<file path="src/rtl/riscv_pkg.sv">
// ============================================================================
// Module : riscv_pkg
// Brief  : Shared encodings for the multi-cycle RV32I-subset datapath:
//          opcodes, FSM states, ALUOp / ALU function codes, reset vector
//          default and the instruction legality check.
// Rev    : 1.0  initial release
// ============================================================================
`default_nettype none

package riscv_pkg;

  localparam logic [31:0] RESET_PC_DEFAULT = 32'h0000_0000;

  localparam logic [6:0] OP_RTYPE  = 7'b0110011;
  localparam logic [6:0] OP_ITYPE  = 7'b0010011;
  localparam logic [6:0] OP_LOAD   = 7'b0000011;
  localparam logic [6:0] OP_STORE  = 7'b0100011;
  localparam logic [6:0] OP_BRANCH = 7'b1100011;

  typedef enum logic [2:0] {
    ST_FETCH  = 3'd0,
    ST_DECODE = 3'd1,
    ST_EXEC   = 3'd2,
    ST_MEM    = 3'd3,
    ST_WB     = 3'd4,
    ST_TRAP   = 3'd5
  } state_t;

  typedef enum logic [1:0] {
    ALUOP_ADD   = 2'b00,
    ALUOP_SUB   = 2'b01,
    ALUOP_FUNCT = 2'b10
  } aluop_t;

  typedef enum logic [3:0] {
    ALU_ADD  = 4'd0,
    ALU_SUB  = 4'd1,
    ALU_SLL  = 4'd2,
    ALU_SLT  = 4'd3,
    ALU_SLTU = 4'd4,
    ALU_XOR  = 4'd5,
    ALU_SRL  = 4'd6,
    ALU_SRA  = 4'd7,
    ALU_OR   = 4'd8,
    ALU_AND  = 4'd9
  } alu_fn_t;

  // Only the supported subset is legal; funct7 is checked where it selects an op.
  function automatic logic is_legal(input logic [31:0] ir);
    logic [6:0] f7;
    logic [2:0] f3;
    logic       legal;
    f7    = ir[31:25];
    f3    = ir[14:12];
    legal = 1'b0;
    case (ir[6:0])
      OP_RTYPE:  legal = (f7 == 7'h00) ||
                         ((f7 == 7'h20) && ((f3 == 3'b000) || (f3 == 3'b101)));
      OP_ITYPE: begin
        if (f3 == 3'b001)      legal = (f7 == 7'h00);
        else if (f3 == 3'b101) legal = (f7 == 7'h00) || (f7 == 7'h20);
        else                   legal = 1'b1;
      end
      OP_LOAD:   legal = (f3 == 3'b010);
      OP_STORE:  legal = (f3 == 3'b010);
      OP_BRANCH: legal = (f3 == 3'b000);
      default:   legal = 1'b0;
    endcase
    return legal;
  endfunction

endpackage

`default_nettype wire

</file>
<file path="src/rtl/alu.sv">
// ============================================================================
// Module : alu
// Brief  : Integer ALU for the RV32I register/immediate operations.
// Rev    : 1.0  initial release
// ============================================================================
`default_nettype none

module alu
  import riscv_pkg::*;
#(
  parameter int WORD_SIZE = 32
) (
  input  alu_fn_t              i_fn,
  input  logic [WORD_SIZE-1:0] i_a,
  input  logic [WORD_SIZE-1:0] i_b,
  output logic [WORD_SIZE-1:0] o_result,
  output logic                 o_zero
);

  localparam int SHW = $clog2(WORD_SIZE);

  logic [SHW-1:0] w_shamt;
  assign w_shamt = i_b[SHW-1:0];

  // Operation select.
  always_comb begin
    o_result = '0;
    case (i_fn)
      ALU_ADD:  o_result = i_a + i_b;
      ALU_SUB:  o_result = i_a - i_b;
      ALU_SLL:  o_result = i_a << w_shamt;
      ALU_SLT:  o_result = {{(WORD_SIZE-1){1'b0}}, ($signed(i_a) < $signed(i_b))};
      ALU_SLTU: o_result = {{(WORD_SIZE-1){1'b0}}, (i_a < i_b)};
      ALU_XOR:  o_result = i_a ^ i_b;
      ALU_SRL:  o_result = i_a >> w_shamt;
      ALU_SRA:  o_result = WORD_SIZE'($signed(i_a) >>> w_shamt);
      ALU_OR:   o_result = i_a | i_b;
      ALU_AND:  o_result = i_a & i_b;
      default:  o_result = '0;
    endcase
  end

  assign o_zero = (o_result == '0);

endmodule

`default_nettype wire

</file>
<file path="src/rtl/alu_control.sv">
// ============================================================================
// Module : alu_control
// Brief  : Maps ALUOp plus funct3/funct7 to an ALU function code.
// Rev    : 1.0  initial release
// ============================================================================
`default_nettype none

module alu_control
  import riscv_pkg::*;
(
  input  aluop_t     i_alu_op,
  input  logic [2:0] i_funct3,
  input  logic       i_funct7b5,
  input  logic       i_is_rtype,
  output alu_fn_t    o_fn
);

  // Fixed add/sub for address and compare, otherwise funct-decoded.
  // funct7[5] means SUB only for R-type; ADDI uses that bit as immediate.
  always_comb begin
    o_fn = ALU_ADD;
    case (i_alu_op)
      ALUOP_ADD: o_fn = ALU_ADD;
      ALUOP_SUB: o_fn = ALU_SUB;
      default: begin
        case (i_funct3)
          3'b000:  o_fn = (i_is_rtype && i_funct7b5) ? ALU_SUB : ALU_ADD;
          3'b001:  o_fn = ALU_SLL;
          3'b010:  o_fn = ALU_SLT;
          3'b011:  o_fn = ALU_SLTU;
          3'b100:  o_fn = ALU_XOR;
          3'b101:  o_fn = i_funct7b5 ? ALU_SRA : ALU_SRL;
          3'b110:  o_fn = ALU_OR;
          default: o_fn = ALU_AND;
        endcase
      end
    endcase
  end

endmodule

`default_nettype wire

</file>
<file path="src/rtl/imm_generator.sv">
// ============================================================================
// Module : imm_generator
// Brief  : Sign-extended immediate for I, S and B formats.
// Rev    : 1.0  initial release
// ============================================================================
`default_nettype none

module imm_generator
  import riscv_pkg::*;
#(
  parameter int WORD_SIZE = 32
) (
  input  logic [31:0]          i_ir,
  output logic [WORD_SIZE-1:0] o_imm
);

  // Immediate format chosen by opcode.
  always_comb begin
    o_imm = '0;
    case (i_ir[6:0])
      OP_ITYPE, OP_LOAD:
        o_imm = {{(WORD_SIZE-12){i_ir[31]}}, i_ir[31:20]};
      OP_STORE:
        o_imm = {{(WORD_SIZE-12){i_ir[31]}}, i_ir[31:25], i_ir[11:7]};
      OP_BRANCH:
        o_imm = {{(WORD_SIZE-13){i_ir[31]}}, i_ir[31], i_ir[7],
                 i_ir[30:25], i_ir[11:8], 1'b0};
      default:
        o_imm = '0;
    endcase
  end

endmodule

`default_nettype wire

</file>
<file path="src/rtl/mc_control.sv">
// ============================================================================
// Module : mc_control
// Brief  : Instruction sequencer FSM (FETCH/DECODE/EXEC/MEM/WB/TRAP) for the
//          multi-cycle datapath: latch enables, ALU control, PC update,
//          memory requests, retire and halt.
// Rev    : 1.0  initial release
// ============================================================================
`default_nettype none

module mc_control
  import riscv_pkg::*;
(
  input  logic       i_clk,
  input  logic       i_rst_n,
  input  logic [6:0] i_opcode,
  input  logic       i_legal,
  input  logic       i_alu_zero,
  input  logic       i_pc_misaligned,
  input  logic       i_addr_misaligned,
  input  logic       i_imem_ack,
  input  logic       i_dmem_ack,
  output aluop_t     o_alu_op,
  output logic       o_alu_src_imm,
  output logic       o_ir_en,
  output logic       o_ab_en,
  output logic       o_aluout_en,
  output logic       o_mdr_en,
  output logic       o_pc_en,
  output logic       o_pc_branch,
  output logic       o_rf_we,
  output logic       o_wb_mem,
  output logic       o_imem_req,
  output logic       o_dmem_req,
  output logic       o_dmem_wen,
  output logic       o_retire,
  output logic       o_halt
);

  state_t r_state;
  state_t w_next;
  logic   r_started;

  // State register; r_started holds off the first fetch until the first
  // clock after reset release so requests are low throughout reset.
  always_ff @(posedge i_clk or negedge i_rst_n) begin
    if (!i_rst_n) begin
      r_state   <= ST_FETCH;
      r_started <= 1'b0;
    end else begin
      r_state   <= w_next;
      r_started <= 1'b1;
    end
  end

  // Next-state and control outputs.
  always_comb begin
    w_next        = r_state;
    o_alu_op      = ALUOP_ADD;
    o_alu_src_imm = 1'b0;
    o_ir_en       = 1'b0;
    o_ab_en       = 1'b0;
    o_aluout_en   = 1'b0;
    o_mdr_en      = 1'b0;
    o_pc_en       = 1'b0;
    o_pc_branch   = 1'b0;
    o_rf_we       = 1'b0;
    o_wb_mem      = 1'b0;
    o_imem_req    = 1'b0;
    o_dmem_req    = 1'b0;
    o_dmem_wen    = 1'b0;
    o_retire      = 1'b0;
    o_halt        = 1'b0;
    case (r_state)
      ST_FETCH: begin
        if (r_started) begin
          if (i_pc_misaligned) begin
            w_next = ST_TRAP;
          end else begin
            o_imem_req = 1'b1;
            if (i_imem_ack) begin
              o_ir_en = 1'b1;
              w_next  = ST_DECODE;
            end
          end
        end
      end
      ST_DECODE: begin
        o_ab_en = 1'b1;
        w_next  = i_legal ? ST_EXEC : ST_TRAP;
      end
      ST_EXEC: begin
        o_aluout_en = 1'b1;
        case (i_opcode)
          OP_RTYPE: begin
            o_alu_op = ALUOP_FUNCT;
            w_next   = ST_WB;
          end
          OP_ITYPE: begin
            o_alu_op      = ALUOP_FUNCT;
            o_alu_src_imm = 1'b1;
            w_next        = ST_WB;
          end
          OP_LOAD, OP_STORE: begin
            o_alu_src_imm = 1'b1;
            w_next        = ST_MEM;
          end
          OP_BRANCH: begin
            o_alu_op    = ALUOP_SUB;
            o_pc_en     = 1'b1;
            o_pc_branch = i_alu_zero;
            o_retire    = 1'b1;
            w_next      = ST_FETCH;
          end
          default: w_next = ST_TRAP;
        endcase
      end
      ST_MEM: begin
        if (i_addr_misaligned) begin
          w_next = ST_TRAP;
        end else begin
          o_dmem_req = 1'b1;
          o_dmem_wen = (i_opcode == OP_STORE);
          if (i_dmem_ack) begin
            if (i_opcode == OP_STORE) begin
              o_pc_en  = 1'b1;
              o_retire = 1'b1;
              w_next   = ST_FETCH;
            end else begin
              o_mdr_en = 1'b1;
              w_next   = ST_WB;
            end
          end
        end
      end
      ST_WB: begin
        o_rf_we  = 1'b1;
        o_wb_mem = (i_opcode == OP_LOAD);
        o_pc_en  = 1'b1;
        o_retire = 1'b1;
        w_next   = ST_FETCH;
      end
      ST_TRAP: begin
        o_halt = 1'b1;
      end
      default: w_next = ST_TRAP;
    endcase
  end

endmodule

`default_nettype wire

</file>
<file path="src/rtl/register_file.sv">
// ============================================================================
// Module : register_file
// Brief  : 32-entry register file, two asynchronous read ports, one write
//          port; x0 reads as zero and ignores writes.
// Rev    : 1.0  initial release
// ============================================================================
`default_nettype none

module register_file #(
  parameter int WORD_SIZE = 32
) (
  input  logic                 i_clk,
  input  logic                 i_rst_n,
  input  logic                 i_we,
  input  logic [4:0]           i_waddr,
  input  logic [WORD_SIZE-1:0] i_wdata,
  input  logic [4:0]           i_raddr1,
  input  logic [4:0]           i_raddr2,
  output logic [WORD_SIZE-1:0] o_rdata1,
  output logic [WORD_SIZE-1:0] o_rdata2
);

  logic [WORD_SIZE-1:0] r_regs [0:31];

  // Register storage; clears on reset, x0 is never written.
  always_ff @(posedge i_clk or negedge i_rst_n) begin
    if (!i_rst_n) begin
      for (int i = 0; i < 32; i++) r_regs[i] <= '0;
    end else if (i_we && (i_waddr != 5'd0)) begin
      r_regs[i_waddr] <= i_wdata;
    end
  end

  assign o_rdata1 = (i_raddr1 == 5'd0) ? '0 : r_regs[i_raddr1];
  assign o_rdata2 = (i_raddr2 == 5'd0) ? '0 : r_regs[i_raddr2];

endmodule

`default_nettype wire

</file>
<file path="src/rtl/multicycle_datapath.sv">
// ============================================================================
// Module : multicycle_datapath
// Brief  : Multi-cycle RV32I-subset datapath with handshaked instruction and
//          data memory ports. Holds PC/IR/A/B/IMM/ALUOUT/MDR; sequencing is in
//          mc_control. Define PERF_CNT_EN to add 64-bit cycle and
//          retired-instruction counters (o_cycle_cnt, o_instret_cnt).
// Rev    : 1.0  initial release
// ============================================================================
`default_nettype none

module multicycle_datapath
  import riscv_pkg::*;
#(
  parameter int                   WORD_SIZE = 32,
  parameter logic [WORD_SIZE-1:0] RESET_PC  = WORD_SIZE'(RESET_PC_DEFAULT)
) (
  input  logic                 i_clk,
  input  logic                 i_rst_n,
  output logic                 o_imem_req,
  output logic [WORD_SIZE-1:0] o_imem_addr,
  input  logic [31:0]          i_imem_rdata,
  input  logic                 i_imem_ack,
  output logic                 o_dmem_req,
  output logic                 o_dmem_wen,
  output logic [WORD_SIZE-1:0] o_dmem_addr,
  output logic [WORD_SIZE-1:0] o_dmem_wdata,
  input  logic [WORD_SIZE-1:0] i_dmem_rdata,
  input  logic                 i_dmem_ack,
  output logic                 o_retire,
  output logic                 o_halt,
  output logic [WORD_SIZE-1:0] o_pc
`ifdef PERF_CNT_EN
  ,
  output logic [63:0]          o_cycle_cnt,
  output logic [63:0]          o_instret_cnt
`endif
);

  logic [WORD_SIZE-1:0] r_pc, r_a, r_b, r_imm, r_aluout, r_mdr;
  logic [31:0]          r_ir;

  logic [WORD_SIZE-1:0] w_rs1_data, w_rs2_data, w_imm, w_alu_b, w_alu_result;
  logic [WORD_SIZE-1:0] w_wb_data, w_pc_plus4, w_pc_target;
  logic                 w_alu_zero;
  aluop_t               w_alu_op;
  alu_fn_t              w_alu_fn;
  logic w_alu_src_imm, w_ir_en, w_ab_en, w_aluout_en, w_mdr_en;
  logic w_pc_en, w_pc_branch, w_rf_we, w_wb_mem;

  mc_control u_control (
    .i_clk             (i_clk),
    .i_rst_n           (i_rst_n),
    .i_opcode          (r_ir[6:0]),
    .i_legal           (is_legal(r_ir)),
    .i_alu_zero        (w_alu_zero),
    .i_pc_misaligned   (r_pc[1:0] != 2'b00),
    .i_addr_misaligned (r_aluout[1:0] != 2'b00),
    .i_imem_ack        (i_imem_ack),
    .i_dmem_ack        (i_dmem_ack),
    .o_alu_op          (w_alu_op),
    .o_alu_src_imm     (w_alu_src_imm),
    .o_ir_en           (w_ir_en),
    .o_ab_en           (w_ab_en),
    .o_aluout_en       (w_aluout_en),
    .o_mdr_en          (w_mdr_en),
    .o_pc_en           (w_pc_en),
    .o_pc_branch       (w_pc_branch),
    .o_rf_we           (w_rf_we),
    .o_wb_mem          (w_wb_mem),
    .o_imem_req        (o_imem_req),
    .o_dmem_req        (o_dmem_req),
    .o_dmem_wen        (o_dmem_wen),
    .o_retire          (o_retire),
    .o_halt            (o_halt)
  );

  register_file #(.WORD_SIZE(WORD_SIZE)) u_regfile (
    .i_clk    (i_clk),
    .i_rst_n  (i_rst_n),
    .i_we     (w_rf_we),
    .i_waddr  (r_ir[11:7]),
    .i_wdata  (w_wb_data),
    .i_raddr1 (r_ir[19:15]),
    .i_raddr2 (r_ir[24:20]),
    .o_rdata1 (w_rs1_data),
    .o_rdata2 (w_rs2_data)
  );

  imm_generator #(.WORD_SIZE(WORD_SIZE)) u_immgen (
    .i_ir  (r_ir),
    .o_imm (w_imm)
  );

  alu_control u_alu_ctrl (
    .i_alu_op   (w_alu_op),
    .i_funct3   (r_ir[14:12]),
    .i_funct7b5 (r_ir[30]),
    .i_is_rtype (r_ir[5]),
    .o_fn       (w_alu_fn)
  );

  alu #(.WORD_SIZE(WORD_SIZE)) u_alu (
    .i_fn     (w_alu_fn),
    .i_a      (r_a),
    .i_b      (w_alu_b),
    .o_result (w_alu_result),
    .o_zero   (w_alu_zero)
  );

  assign w_alu_b     = w_alu_src_imm ? r_imm : r_b;
  assign w_wb_data   = w_wb_mem ? r_mdr : r_aluout;
  assign w_pc_plus4  = r_pc + WORD_SIZE'(4);
  assign w_pc_target = r_pc + r_imm;

  // Architectural latches; each loads only in the state that enables it,
  // so address/data presented to memory stay stable across wait cycles.
  always_ff @(posedge i_clk or negedge i_rst_n) begin
    if (!i_rst_n) begin
      r_pc     <= RESET_PC;
      r_ir     <= '0;
      r_a      <= '0;
      r_b      <= '0;
      r_imm    <= '0;
      r_aluout <= '0;
      r_mdr    <= '0;
    end else begin
      if (w_ir_en)     r_ir     <= i_imem_rdata;
      if (w_ab_en) begin
        r_a   <= w_rs1_data;
        r_b   <= w_rs2_data;
        r_imm <= w_imm;
      end
      if (w_aluout_en) r_aluout <= w_alu_result;
      if (w_mdr_en)    r_mdr    <= i_dmem_rdata;
      if (w_pc_en)     r_pc     <= w_pc_branch ? w_pc_target : w_pc_plus4;
    end
  end

  assign o_imem_addr  = r_pc;
  assign o_dmem_addr  = r_aluout;
  assign o_dmem_wdata = r_b;
  assign o_pc         = r_pc;

`ifdef PERF_CNT_EN
  logic [63:0] r_cycle_cnt, r_instret_cnt;

  // Cycle counter stops in TRAP; instret follows the retire pulse.
  always_ff @(posedge i_clk or negedge i_rst_n) begin
    if (!i_rst_n) begin
      r_cycle_cnt   <= '0;
      r_instret_cnt <= '0;
    end else begin
      if (!o_halt)  r_cycle_cnt   <= r_cycle_cnt + 64'd1;
      if (o_retire) r_instret_cnt <= r_instret_cnt + 64'd1;
    end
  end

  assign o_cycle_cnt   = r_cycle_cnt;
  assign o_instret_cnt = r_instret_cnt;
`endif

endmodule

`default_nettype wire

</file>
<file path="config.mk">
export PLATFORM = sky130hd
export DESIGN_NAME = multicycle_datapath
export DESIGN_NICKNAME = d
export VERILOG_FILES = /design/src/rtl/riscv_pkg.sv /design/src/rtl/alu.sv /design/src/rtl/alu_control.sv /design/src/rtl/imm_generator.sv /design/src/rtl/mc_control.sv /design/src/rtl/register_file.sv /design/src/rtl/multicycle_datapath.sv
export SDC_FILE = /design/constraint.sdc
export NUM_CORES = 2
export LEC_CHECK = 0
export BUFFER_PORTS_ARGS = -buffer_cell sky130_fd_sc_hd__clkbuf_2
export CAP_MARGIN = 0
export CORE_MARGIN = 1
export CORE_UTILIZATION = 55
export DETAILED_ROUTE_END_ITERATION = 8
export PLACE_DENSITY = 0.72
export SETUP_SLACK_MARGIN = 0.05
export SLEW_MARGIN = 10
export SYNTH_ARGS = -nofsm -noshare
export SYNTH_HDL_FRONTEND = slang
export SYNTH_SLANG_ARGS = --single-unit
</file>
<file path="constraint.sdc">
create_clock -name i_clk -period 19.2 [get_ports i_clk]
set_input_delay 0.96 -clock i_clk [delete_from_list [all_inputs] [get_ports i_clk]]
set_output_delay 0.96 -clock i_clk [all_outputs]
set_load 0.1 [all_outputs]
</file>
# Yosys cells after proc, flatten, opt, wreduce, memory -nomap -nowiden
# Cells that the tools add are included.
# word_totals
reg_bits,1252
inputBits,68
# classes
n_mux,63
bitwise,7
n_reduce_logical,23
n_eq_ne,30
addsub,4
order_cmp,6
n_shift,3
# op_table
operator,n
$bwmux W1024,1
$bmux W32 S5,2
$mux W32,10
$pmux W32 S10,1
$demux W32 S5,1
$pmux W32 S3,1
$add A32 B32 Y32,2
$lt A32 B32 Y1,2
$add A32 B3 Y32 const B,1
$and A32 B32 Y32,1
$logic_not A32 Y1,1
$mux W1,32
$or A32 B32 Y32,1
$shl A32 B5 Y32,1
$shr A32 B5 Y32,1
$sshr A32 B5 Y32,1
$sub A32 B32 Y32,1
$xor A32 B32 Y32,1
$pmux W4 S7,1
$eq A7 B6 Y1 const B,3
$mux W3,7
$ge A6 B6 Y1 const B,3
$not A5 Y6,3
$pmux W3 S6,1
33 further kinds,57

# Depth between registers and ports, before layout
# logic_depth
word_depth,12
mapped_depth,27
ltp_nobuf,20

# By module
# Synthesis repeated with hierarchy kept, for this count alone.
# unflattened
hier_cells,6035
hier_area_um2,76313.2
# by_module_without_submodules
module,cells_per_inst,instances,seq_area_each_um2,area_per_inst_um2
register_file,3618,1,25624.6,54422.2
multicycle_datapath,983,1,5605.4,11677.4
alu,1318,1,0.0,9325.2
mc_control,56,1,100.1,429.2
imm_generator,48,1,0.0,360.3
alu_control,12,1,0.0,98.8

# Least setup slack after synthesis
# Ideal clock, no wire load.
# synth_timing
path_kind,reg-to-reg
start,"register r_b[2], in the netlist o_dmem_wdata[2]"
end,"register r_pc[5], in the netlist o_imem_addr[5]"
setup_slack_ns,12.878
arrival_ns,6.185
path_buffers,7
required_ns,19.063
setup_ns,0.137
path_stages_with_launch,25
cell_sequence,dfrtp_1 o31ai_2 and2_1 buf_4 inv_2 clkbuf_1 buf_2 buf_1 ha_1 buf_2 o21ai_0 o21ai_0 a21oi_1 o41ai_1 a211o_1 nand4_1 a21oi_1 o311ai_0 or4b_4 nor4_4 nand4_2 buf_6 buf_2 a22oi_1 o211ai_1
# synth_between
elab_chain_len,7
# synth_rtl
item,line,rtl
from (decl),multicycle_datapath.sv:39,"logic [WORD_SIZE-1:0] r_pc, r_a, r_b, r_imm, r_aluout, r_mdr;"
from (signal assigned),multicycle_datapath.sv:130,r_b <= w_rs2_data;
$mux W32 (*),multicycle_datapath.sv:110,assign w_alu_b = w_alu_src_imm ? r_imm : r_b;
"$sub A32 B32 Y32, or another cell as far along",alu.sv:30,ALU_SUB: o_result = i_a - i_b;
$pmux W32 S10 (*),alu.sv:28,case (i_fn)
$logic_not A32 Y1 (*),alu.sv:43,assign o_zero = (o_result == '0);
$mux W1 (*),mc_control.sv:93,case (i_opcode)
$mux W1 (*),mc_control.sv:73,case (r_state)
$mux W32 (*),multicycle_datapath.sv:135,if (w_pc_en) r_pc <= w_pc_branch ? w_pc_target : w_pc_plus4;
to (signal assigned),multicycle_datapath.sv:135,
to (decl),multicycle_datapath.sv:39,
# Every way passes the cells marked *; elsewhere a longest branch is shown, timed or not.
# A chain may end at the register's enable or synchronous reset.

# Worst setup path in the final report
# layout_timing
start,register u_control.r_state[0]
end,"register r_pc[9], in the netlist o_imem_addr[9]"
# layout_between
elab_chain_len,10
# layout_rtl
item,line,rtl
from (decl),mc_control.sv:39,state_t r_state;
from (signal assigned),mc_control.sv:50,r_state <= w_next;
branches (longest 10 deep; another with $sub A32 B32 Y32),n/a,
# Parallel ways; which one is timed is not known.

==> results.tsv <==
stage	metric	value	unit
placed_design	# port buffers	200	
status	outcome	finished, final reports clean	
synthesis	main area contributors after synthesis	dfrtp_1 (42%), mux4_2 (8.1%), o21ai_0 (6.4%), mux2i_1 (6.1%), a21oi_1 (5.7%)	
worst_setup_path	Crit Path Max Fanout	78	
worst_setup_path	R2R Path End	o_imem_addr[9]	
detailed_routing	first-pass detailed-route iteration total	6	
power	Switching Share	27.6	%
worst_setup_path	Worst path slowest cell	a2111oi_0	
synthesis	Synth cell types	109	
sta	Tcrit/Tclk final	43.4	%
worst_setup_path	worst setup path start	u_control.r_state[0]	
floorplan	I/O pins	201	
clock_tree	CTS tree	done	
run	MaxCap Viol Count	0	
power	leakage	33.0	nW
worst_setup_path	reg2reg start	u_control.r_state[0]	
sta	Slew @ Worst Pin	1.29	ns
synthesis	Synth Register Bits	1233	
synthesis	Seq/Total Area, Yosys	42.1	%
worst_setup_path	Setup crit end kind	register	
detailed_routing	per-cell routed wire length	32.3	um
floorplan	chip width	367	um
clock_tree	root buffer cell	clkbuf_16	
worst_setup_path	crit-path cells	or3b_4 > buf_4 > o31ai_4 > buf_4 > nand2_1 > buf_4 > ha_1 > inv_1 > fa_1 > nor2b_1 > o31a_1 > o21ai_0 > a31oi_1 > o21ai_0 > nor2_1 > a211oi_1 > mux2i_1 > a2111oi_0 > nand4_1 > nor4_2 > nand4_4 > buf_4 > or3_1 > nand3_1	
sta	Period minus WS final	8.34	ns
worst_setup_path	family with the most delay on the worst path	compound AO/OA/AOI/OAI gates	
global_route	largest net degree at the start of global routing	172	
worst_setup_path	stages on the worst setup path	24	
global_route	global-route wire length before repair	447000	um
power	P_sw	1.67	mW
sta	Rel. slew slack	13.9	%
synthesis	Primary FF master, synth	dfrtp_1	
power	Int Power	4.38	mW
sta	setup TNS	0	ns
finish	layout cells sized above 1	15.5	%
placed_design	placer congestion estimate	1.07	
sta	setup violators final	0	
finish	Final Instance Area	0.0801	mm2
global_route	vias in the first global route	65342	
placed_design	Placed Instance Area	0.0755	mm2
clock_tree	clock sinks	1233	
finish	commonest non-fill, non-tap cell in the layout	dfrtp_1	
sta	Worst Clk Skew	0.0499	ns
worst_setup_path	Setup crit start kind	register	
detailed_routing	initial DRC count	9069	
worst_setup_path	worst reg-to-reg setup slack	10.86	ns
detailed_routing	vias after detailed routing	67411	
detailed_routing	drt drc	0	
global_route	antenna violations before repair	15	
floorplan	Die ar.	0.135	mm2
synthesis	post-synth top area share	42.1	%
power	Pwr Density	75.5	mW/mm2
floorplan	Cell Rows	133	
clock_tree	post-CTS setup buffer count	0	
sta	RSZ-0062 raised after global routing	no	
clock_tree	cts hold-fix bufs	0	
detailed_routing	post-route ant nets	0	
worst_setup_path	Bufs and invs on worst path	5	
hold_path	Hold Path Class	input port to async pin	
clock_tree	latest clock arrival within the worst-skew pair	0.80	ns
finish	Final Core Density	60.8	%
worst_setup_path	crit-path max cell delay	0.73	ns
worst_setup_path	R2R depth	24	
global_route	gr usage total	45.1	%
synthesis	synthesized instance count	7881	
power	Reg power frac	44.3	%
synthesis	area of the mapped netlist	0.0733	mm2
placed_design	dpl hpwl	194000	um
clock_tree	Max clock buf depth	3	
power	Worst VDD drop	89.1	uV
detailed_routing	Total Wirelength	308000	um
finish	most frequent cells in the layout	dfrtp_1 (1223), o21ai_0 (932), nand2_1 (881)	
clock_tree	clock-pin slew on the worst setup and hold paths	0.08	ns
power	clock power share	45.1	%
synthesis	Syn Nets	8073	
power	Gate power share	10.6	%
finish	nets@finish	7835	
clock_tree	post-CTS sizing	0	
floorplan	Chip Height	367	um
worst_setup_path	Critical Path End	o_imem_addr[9]	
global_route	overflow left after global routing	0	
sta	Final Hold Viols	0	
sta	Slew Viols, Final	0	
synthesis	number of synthesized flops with an enable pin	0	
worst_setup_path	Critical Path AT	9.05	ns
worst_setup_path	Worst Path Required	19.92	ns
detailed_routing	Vias per Instance	7.09	
synthesis	Synth area leader	dfrtp_1	
synthesis	synth warn	0	
worst_setup_path	Worst path most repeated cell	buf_4	
finish	Area growth syn-to-layout	9.25	%
clock_tree	htree depth	4	
floorplan	core area	0.132	mm2
synthesis	Mapped Avg Cell Area	9.31	um2
synthesis	asr flop ratio synth	100	%
clock_tree	Num CTS Buffers	137	
floorplan	Starting Density	55.6	%
sta	fmax	120	MHz
worst_setup_path	Worst Path Class, Setup	register to register	
==> metrics by stage <==
step | power [mW] | hold WS (ns) | worst slack, ns | instances
3_5_place_dp | 3.35 | 0.388 | 11.09 | 9259
5_1_grt | 6.18 | 0.278 | 10.68 | 9506
6_report | 6.05 | 0.214 | 10.86 | 9509
3_3_place_gp | 3.34 | 0.384 | 10.89 | 9258
4_1_cts | 6.04 | 0.242 | 11.07 | 9505
2_1_floorplan | 3.11 | 0.449 | 12.88 | 7881
==> cell usage after synthesis, drive strengths merged, types with 8 or more instances <==
| cell type | n |
|---|---|
| dfrtp | 1233 |
| o21ai | 962 |
| nand2 | 902 |
| a21oi | 838 |
| nor2 | 640 |
| clkbuf | 606 |
| mux2i | 449 |
| mux4 | 265 |
| mux2 | 205 |
| o22ai | 185 |
| nand3 | 172 |
| buf | 155 |
| o221ai | 149 |
| nor3 | 147 |
| ha | 122 |
| inv | 120 |
| a21o | 53 |
| a211oi | 51 |
| a22oi | 44 |
| a31oi | 39 |
| o211ai | 36 |
| xnor2 | 34 |
| nand4 | 30 |
| a221oi | 29 |
| and3 | 28 |
| o31ai | 25 |
| and2 | 24 |
| or3 | 23 |
| nor2b | 21 |
| nand2b | 19 |
| o21bai | 19 |
| nor4 | 18 |
| o21a | 15 |
| a22o | 12 |
| o2111ai | 12 |
| xor2 | 12 |
| a2111oi | 11 |
| a311oi | 11 |
| o311ai | 11 |
| or2 | 11 |
| nor3b | 10 |
| o2bb2ai | 8 |
==> worst min path at each step <==
stage	from	endpoint	slack (ns)	cells past startpoint
global placement	u_regfile.r_regs[993]	u_regfile.r_regs[993]	0.38	0
finish	i_rst_n	o_dmem_addr[3]	0.21	1
CTS	i_rst_n	o_dmem_addr[3]	0.24	1
detailed placement	u_regfile.r_regs[1001]	u_regfile.r_regs[1001]	0.39	0
floorplan	u_regfile.r_regs[1000]	u_regfile.r_regs[1000]	0.45	1
global route	i_rst_n	o_imem_addr[24]	0.28	1
==> cell type report <==
class	instances	area, um2
well taps	1755	2200
clock buffers	208	4040
fillers	11129	51700
inverters	122	458
clock inverters	38	581
multi-input cells	5765	39500
flip-flops and latches	1233	30900
diodes	4	10.0
repair buffers	384	2480
==> power groups by stage <==
stage / registers [mW] / clock network (mW) / logic [mW]
finish: 2.68 / 2.73 / 0.639
global route: 2.68 / 2.83 / 0.672
CTS: 2.68 / 2.74 / 0.627
detailed placement: 2.72 / 0 / 0.624
global placement: 2.72 / 0 / 0.616
floorplan: 2.71 / 0 / 0.399
==> cell families after synthesis <==
logic type,count (synthesis),share of synthesized area [%]
XOR/XNOR,46,0.549
flip-flops,1233,42.1
adder cells (fa/ha/maj),124,2.14
buffers and inverters,883,4.81
AO/OA/AOI/OAI,2593,20.8
other,1,0.00511
multiplexers,919,17.4
AND/OR/NAND/NOR,2082,12.2
==> sequential cells by signal, summed over array words and instances (netlist names) <==
signal and cells:
u_control.r_started 1, o_dmem_wdata 32, o_imem_addr 32, r_imm 13, o_dmem_addr 32, r_a 32
u_regfile.r_regs 1024, r_mdr 32, r_ir 32, u_control.r_state 3
==> per-layer routing <==
metal / routed length, um / GRT usage (%)
met3: 37900 / 12.8
met2: 133000 / 66.2
met1: 118000 / 60.4
met5: 76 / 0
met4: 19300 / 24.8
==> worst reg2reg max path, cell delays in order (launching register included) <==
cell       delay (ns)
dfrtp_1          0.54
or3b_4           0.45
buf_4            0.35
o31ai_4          0.36
buf_4            0.35
nand2_1          0.41
buf_4            0.32
ha_1             0.24
inv_1            0.09
fa_1             0.22
nor2b_1          0.09
o31a_1           0.25
o21ai_0          0.58
a31oi_1          0.33
o21ai_0          0.56
nor2_1           0.10
a211oi_1         0.31
mux2i_1          0.12
a2111oi_0        0.73
nand4_1          0.20
nor4_2           0.48
nand4_4          0.14
buf_4            0.34
or3_1            0.63
nand3_1          0.07
No activity file was read; power rests on OpenSTA's default activity.
